`src/rtl/kalman_pkg.sv`:
```
// Shared types and constants for the Kalman filter sensor receive path.
package kalman_pkg;

  typedef enum logic [1:0] {
    ACC  = 2'd0,
    GYRO = 2'd1,
    MAG  = 2'd2
  } sensor_id_t;

  typedef enum logic [2:0] {
    IDLE,
    ADDR,
    ADDR_ACK,
    DATA,
    DATA_ACK,
    WAIT
  } rx_state_t;

  localparam logic [6:0] ACC_ADDR_DEF  = 7'h78;
  localparam logic [6:0] GYRO_ADDR_DEF = 7'h79;
  localparam logic [6:0] MAG_ADDR_DEF  = 7'h7A;

  localparam int FRAME_BYTES = 6;

endpackage

```
`src/rtl/i2c_line_sync.sv`:
```
// Brings raw scl/sda into the clk domain and produces registered edge,
// START and STOP pulses that are all aligned with the sampled sda level.
module i2c_line_sync (
  input  logic clk,
  input  logic rst,
  input  logic scl,
  input  logic sda_in,
  output logic scl_rise,
  output logic scl_fall,
  output logic sda_s,
  output logic start_det,
  output logic stop_det
);

  logic scl_meta_q, scl_sync_q, scl_prev_q;
  logic sda_meta_q, sda_sync_q, sda_prev_q;
  logic rise_q, fall_q, start_q, stop_q;
  logic rise_d, fall_d, start_d, stop_d;

  always_comb begin
    rise_d  = scl_sync_q & ~scl_prev_q;
    fall_d  = ~scl_sync_q & scl_prev_q;
    // sda edges only count as bus conditions while scl is stable high
    start_d = scl_sync_q & scl_prev_q & sda_prev_q & ~sda_sync_q;
    stop_d  = scl_sync_q & scl_prev_q & ~sda_prev_q & sda_sync_q;
  end

  always_ff @(posedge clk) begin
    if (rst) begin
      // Lines idle high, so preset to 1 to avoid phantom edges after reset
      scl_meta_q <= 1'b1;
      scl_sync_q <= 1'b1;
      scl_prev_q <= 1'b1;
      sda_meta_q <= 1'b1;
      sda_sync_q <= 1'b1;
      sda_prev_q <= 1'b1;
      rise_q     <= 1'b0;
      fall_q     <= 1'b0;
      start_q    <= 1'b0;
      stop_q     <= 1'b0;
    end else begin
      scl_meta_q <= scl;
      scl_sync_q <= scl_meta_q;
      scl_prev_q <= scl_sync_q;
      sda_meta_q <= sda_in;
      sda_sync_q <= sda_meta_q;
      sda_prev_q <= sda_sync_q;
      rise_q     <= rise_d;
      fall_q     <= fall_d;
      start_q    <= start_d;
      stop_q     <= stop_d;
    end
  end

  assign scl_rise  = rise_q;
  assign scl_fall  = fall_q;
  assign sda_s     = sda_prev_q;
  assign start_det = start_q;
  assign stop_det  = stop_q;

endmodule

```
`src/rtl/i2c_sensor_rx.sv`:
```
// Passive I2C listener: captures 6-byte sensor frames and assembles
// acc/gyro/mag sample sets for the filter datapath.
module i2c_sensor_rx
  import kalman_pkg::*;
#(
  parameter logic [6:0] ACC_ADDR  = ACC_ADDR_DEF,
  parameter logic [6:0] GYRO_ADDR = GYRO_ADDR_DEF,
  parameter logic [6:0] MAG_ADDR  = MAG_ADDR_DEF
) (
  input  logic        clk,
  input  logic        rst,
  input  logic        scl,
  input  logic        sda_in,
  output logic        frame_valid,
  output logic [1:0]  frame_id,
  output logic [47:0] frame_data,
  output logic        set_valid,
  output logic [47:0] acc_data,
  output logic [47:0] gyro_data,
  output logic [47:0] mag_data,
  output logic        frame_error
);

  localparam logic [2:0] LAST_BYTE = 3'(FRAME_BYTES - 1);

  logic scl_rise, scl_fall, sda_s, start_det, stop_det;

  i2c_line_sync u_line_sync (
    .clk       (clk),
    .rst       (rst),
    .scl       (scl),
    .sda_in    (sda_in),
    .scl_rise  (scl_rise),
    .scl_fall  (scl_fall),
    .sda_s     (sda_s),
    .start_det (start_det),
    .stop_det  (stop_det)
  );

  rx_state_t   state_q, state_d;
  logic [2:0]  bit_cnt_q, bit_cnt_d;
  logic [2:0]  byte_cnt_q, byte_cnt_d;
  logic [47:0] shift_q, shift_d;
  sensor_id_t  id_q, id_d;
  logic        frame_valid_q, frame_valid_d;
  logic        frame_error_q, frame_error_d;
  sensor_id_t  frame_id_q, frame_id_d;
  logic [47:0] frame_data_q, frame_data_d;
  logic [2:0]  mask_q, mask_d;
  logic [47:0] acc_sh_q, acc_sh_d, gyro_sh_q, gyro_sh_d, mag_sh_q, mag_sh_d;
  logic        set_valid_q, set_valid_d;
  logic [47:0] acc_q, acc_d, gyro_q, gyro_d, mag_q, mag_d;
  logic        in_frame;

  // scl_fall and the bit shifted out of the top are not needed here
  logic unused_sigs;
  assign unused_sigs = scl_fall ^ shift_q[47];

  assign in_frame = (state_q == ADDR) || (state_q == ADDR_ACK) ||
                    (state_q == DATA) || (state_q == DATA_ACK);

  always_comb begin
    state_d       = state_q;
    bit_cnt_d     = bit_cnt_q;
    byte_cnt_d    = byte_cnt_q;
    shift_d       = shift_q;
    id_d          = id_q;
    frame_valid_d = 1'b0;
    frame_error_d = 1'b0;
    frame_id_d    = frame_id_q;
    frame_data_d  = frame_data_q;

    // Bus conditions win over a coincident scl_rise; that bit is dropped
    if (start_det) begin
      frame_error_d = in_frame;
      state_d       = ADDR;
      bit_cnt_d     = 3'd0;
      byte_cnt_d    = 3'd0;
    end else if (stop_det) begin
      frame_error_d = in_frame;
      state_d       = IDLE;
    end else if (scl_rise) begin
      case (state_q)
        ADDR: begin
          shift_d   = {shift_q[46:0], sda_s};
          bit_cnt_d = bit_cnt_q + 3'd1;
          if (bit_cnt_q == 3'd7) begin
            // shift_q[6:0] holds address bits; the bit arriving now is R/W
            if (shift_q[6:0] == ACC_ADDR) begin
              id_d    = ACC;
              state_d = ADDR_ACK;
            end else if (shift_q[6:0] == GYRO_ADDR) begin
              id_d    = GYRO;
              state_d = ADDR_ACK;
            end else if (shift_q[6:0] == MAG_ADDR) begin
              id_d    = MAG;
              state_d = ADDR_ACK;
            end else begin
              state_d = WAIT;
            end
          end
        end
        ADDR_ACK: begin
          state_d    = DATA;
          bit_cnt_d  = 3'd0;
          byte_cnt_d = 3'd0;
        end
        DATA: begin
          shift_d   = {shift_q[46:0], sda_s};
          bit_cnt_d = bit_cnt_q + 3'd1;
          if (bit_cnt_q == 3'd7) begin
            state_d = DATA_ACK;
            if (byte_cnt_q == LAST_BYTE) begin
              frame_valid_d = 1'b1;
              frame_id_d    = id_q;
              frame_data_d  = shift_d;
            end
          end
        end
        DATA_ACK: begin
          if (byte_cnt_q == LAST_BYTE) begin
            state_d = WAIT;
          end else begin
            byte_cnt_d = byte_cnt_q + 3'd1;
            state_d    = DATA;
          end
        end
        default: ;
      endcase
    end
  end

  // Shadows are written alongside frame_valid so a completed mask is seen
  // while frame_valid is high and set_valid follows one cycle later.
  always_comb begin
    mask_d      = mask_q;
    acc_sh_d    = acc_sh_q;
    gyro_sh_d   = gyro_sh_q;
    mag_sh_d    = mag_sh_q;
    set_valid_d = 1'b0;
    acc_d       = acc_q;
    gyro_d      = gyro_q;
    mag_d       = mag_q;

    if (mask_q == 3'b111) begin
      set_valid_d = 1'b1;
      acc_d       = acc_sh_q;
      gyro_d      = gyro_sh_q;
      mag_d       = mag_sh_q;
      mask_d      = 3'b000;
    end

    if (frame_valid_d) begin
      case (id_q)
        ACC: begin
          acc_sh_d  = frame_data_d;
          mask_d[0] = 1'b1;
        end
        GYRO: begin
          gyro_sh_d = frame_data_d;
          mask_d[1] = 1'b1;
        end
        MAG: begin
          mag_sh_d  = frame_data_d;
          mask_d[2] = 1'b1;
        end
        default: ;
      endcase
    end
  end

  always_ff @(posedge clk) begin
    if (rst) begin
      state_q       <= IDLE;
      bit_cnt_q     <= 3'd0;
      byte_cnt_q    <= 3'd0;
      shift_q       <= '0;
      id_q          <= ACC;
      frame_valid_q <= 1'b0;
      frame_error_q <= 1'b0;
      frame_id_q    <= ACC;
      frame_data_q  <= '0;
      mask_q        <= 3'b000;
      acc_sh_q      <= '0;
      gyro_sh_q     <= '0;
      mag_sh_q      <= '0;
      set_valid_q   <= 1'b0;
      acc_q         <= '0;
      gyro_q        <= '0;
      mag_q         <= '0;
    end else begin
      state_q       <= state_d;
      bit_cnt_q     <= bit_cnt_d;
      byte_cnt_q    <= byte_cnt_d;
      shift_q       <= shift_d;
      id_q          <= id_d;
      frame_valid_q <= frame_valid_d;
      frame_error_q <= frame_error_d;
      frame_id_q    <= frame_id_d;
      frame_data_q  <= frame_data_d;
      mask_q        <= mask_d;
      acc_sh_q      <= acc_sh_d;
      gyro_sh_q     <= gyro_sh_d;
      mag_sh_q      <= mag_sh_d;
      set_valid_q   <= set_valid_d;
      acc_q         <= acc_d;
      gyro_q        <= gyro_d;
      mag_q         <= mag_d;
    end
  end

  assign frame_valid = frame_valid_q;
  assign frame_id    = frame_id_q;
  assign frame_data  = frame_data_q;
  assign frame_error = frame_error_q;
  assign set_valid   = set_valid_q;
  assign acc_data    = acc_q;
  assign gyro_data   = gyro_q;
  assign mag_data    = mag_q;

endmodule
```
`config.mk`:
```
export PLATFORM = sky130hd
export DESIGN_NAME = i2c_sensor_rx
export DESIGN_NICKNAME = d
export VERILOG_FILES = /design/src/rtl/kalman_pkg.sv /design/src/rtl/i2c_line_sync.sv /design/src/rtl/i2c_sensor_rx.sv
export SDC_FILE = /design/constraint.sdc
export NUM_CORES = 1
export LEC_CHECK = 0
export CAP_MARGIN = 5
export CORE_ASPECT_RATIO = 1.25
export CORE_MARGIN = 2
export CORE_UTILIZATION = 58
export CTS_CLUSTER_DIAMETER = 80
export DETAILED_ROUTE_END_ITERATION = 16
export HOLD_SLACK_MARGIN = 0.06
export PLACE_DENSITY = 0.87
export SETUP_SLACK_MARGIN = 0.4
export SLEW_MARGIN = 20
export SYNTH_ARGS = -nofsm -noshare
export SYNTH_HDL_FRONTEND = slang
export SYNTH_SLANG_ARGS = --single-unit
```
`constraint.sdc`:
```
create_clock -name clk -period 3.58 [get_ports clk]
set_input_delay 0.537 -clock clk [delete_from_list [all_inputs] [get_ports clk]]
set_output_delay 0.537 -clock clk [all_outputs]
set_load 0.03 [all_outputs]
```
==> impl_metrics.toml <==
[worst_setup_path]
cpPeakStageDelay_ns = 1.31
critPathArrivalTime_ns = 3.09
cp.required_ns = 3.95
crit_chain = "nand2b_1, or4_2, nand2_1, a21oi_1"
crit_fanout = 49
worstSetupPathType = "reg -> reg"
slowest_stage = "or4_2"
cp-start-kind = "flop"
end_kind = "flop"

[logic_synthesis]
synth_ff_type = "dfxtp_1"
ys_ff_latch = 411
synth_simple_gate_area_share_pct = 23.54
synthMuxAreaShare_pct = 0.06949
syn_avg_cell_area_um2 = 7.954
syn_inst = 1811
synth_warnings = 0
synth.net_count = 1819
synth_top_family_by_area = "simple AND/OR/NAND/NOR gates"
synth_area_mm2 = 0.01440
synthAdderAreaFrac_pct = 0.3475
synth.yosys.seq_area_share_pct = 57.12
yosysUniqueCellTypes = 46
synth_xor_area_share_pct = 0.1216
synth-edff-count = 0
synthArstFlopShare_pct = 0
synth_compound_area_share_pct = 14.57

[cts]
clock_path_buffers = 3
htreeDepth = 2
cts_resized = 0
cts_hold_buffers = 0
postCtsSetupBuffers = 0
cts_made_buffers = 38
cts_root_buffer = "clkbuf_16"
clkTransAtPathRegs_ns = 0.06
cts.sinks = 411
clk_latency_ns = 0.52
cts_tree = "done"

[placement]
place_ws_ns = 0.9351
portBuffers = 200
dpl_cell_area_mm2 = 0.01644
place_congestion = 0.8512
place_inst = 2220
dp_hpwl_um = 22190

[power]
p_leak_uw = 0.005717
ir_worst_vdd_v = 0.0004058
power.density_mw_per_mm2 = 482.4

[layout]
final_common_cell = "nand2_1"
stdcell_area_mm2 = 0.01765
diodes = 0
fin_nets = 1939
area_growth_pct = 22.54
layout-drive-gt1-share_pct = 5.061
fillCellCount = 1829
final_cell_mix = "777 x nand2_1, 411 x dfxtp_1, 390 x a21oi_1"
fin_cells = 2286

[global_routing]
grt_pass1_wl_um = 58090
overflow = 0
grt_max_degree = 145
grt_pass1_vias = 12011
antenna_found_initial = 0
grt_usage_pct = 26.42

[timing]
fin_crit_sh_pct = 75.88
hold_slack_ns = 0.4076
period_needed_ns = 2.716
finalSetupTns_ns = 0
worst_pin_slew_ns = 1.115
setup_violations = 0
fmax_ghz = 0.3681
slew_viol_final = 0
hold_viol_final = 0
setup_ws_ns = 0.8636
rsz0062_at_grt = "false"
relSlewSlack_pct = 25.67
finClkSkew_ns = 0.01809

[detailed_routing]
wirelength_um = 36170
first_iter_violations = 1161
vias_per_cell = 5.517
drc_errors = 0
vias = 12613
wl_per_cell_um = 15.82
drtPass1Iterations = 5
ant_nets = 0

[run]
maxCapViolations = 0

[floorplanning]
die_area_mm2 = 0.02612
die_y_um = 180.2
chipWidth_um = 145.0
rows = 64
ios = 201
fp.coreArea_mm2 = 0.02442
initial_core_util_pct = 58.98

[min_path]
hold_path_class = "reg -> reg"

[run_status]
outcome = "finished clean"
## logic make-up (layout without fill, tap and decap cells)
group	after synthesis	count (layout)
AOI/OAI and AO/OA	409	409
xor gates and xnor gates	2	2
adders and majority gates	4	4
buffers and inverters	141	286
DFF	411	411
muxes	1	1
and+or+nand+nor	843	843
## synth_stat cells (all sizes together), types with 3 or more instances
library cell | number | share of area (%)
a21oi | 392 | 14
and3 | 3 | 0.13
buf | 36 | 1.5
clkbuf | 101 | 2.6
dfxtp | 411 | 57
ha | 4 | 0.35
inv | 4 | 0.10
nand2 | 777 | 20
nand2b | 8 | 0.35
nand3 | 5 | 0.17
nand4b | 3 | 0.18
nor2 | 11 | 0.29
nor3b | 4 | 0.21
nor4 | 3 | 0.38
o21ai | 4 | 0.14
or2 | 7 | 0.30
or4 | 3 | 0.16
## cell type report
type	count	area [µm²]	area share, %
Clock inverter	9	81.33	0.4608
Multi-Input combinational cell	1259	5610	31.79
Tap cell	330	412.9	2.339
Inverter	4	15.01	0.08506
Timing Repair Buffer	217	2205	12.49
Sequential cell	411	8228	46.62
Clock buffer	56	1099	6.224
## sequential cells by signal, summed over array words and instances (netlist names), 47 cells and up
name        flops
gyro_data      48
frame_data     48
gyro_sh_q      48
shift_q        47
mag_data       48
acc_data       48
mag_sh_q       48
acc_sh_q       48
## stage by stage
| stage | util, % | total power [µW] |
|---|---|---|
| 2_1_floorplan | - | 4752 |
| 3_3_place_gp | 67.32 | 4769 |
| 3_5_place_dp | 67.32 | 4769 |
| 4_1_cts | 72.15 | 8553 |
| 5_1_grt | 72.27 | 8730 |
| 6_report | 72.27 | 8515 |
## routing by layer
metal  routed length [µm]  up-vias  global-route usage, %
met1                13920     5977                  29.99
met2                18780      457                  49.14
met4                 1385        0                  11.37
li1                     -     6081                      -
met3                 2083       98                  3.899
met5                    0        -                      0
## final timing paths
| check | from | endpoint | slack (ns) | depth (start not counted) |
|---|---|---|---|---|
| setup / recovery | state_q[2] | acc_sh_q[24] | 0.86 | 4 |
| hold / removal | u_line_sync.sda_meta_q | u_line_sync.sda_sync_q | 0.41 | 1 |
| setup reg to reg | state_q[2] | acc_sh_q[24] | 0.86 | 4 |
| hold reg to reg | u_line_sync.sda_meta_q | u_line_sync.sda_sync_q | 0.41 | 1 |
## where the power goes
group	switching, µW	total [µW]	leakage, µW	internal, µW
Combinational	73.1	88.4	0.00182	15.3
Clock	1650	3850	0.000586	2200
Sequential	4.78	4580	0.00331	4580
## critical path: cells and delay by family, from the launching register on
kind / cells / cell delay, ns
and+or+nand+nor: 3 / 2.06
DFF: 1 / 0.40
AOI/OAI and AO/OA: 1 / 0.10
Power figures use the tool's default switching activity.
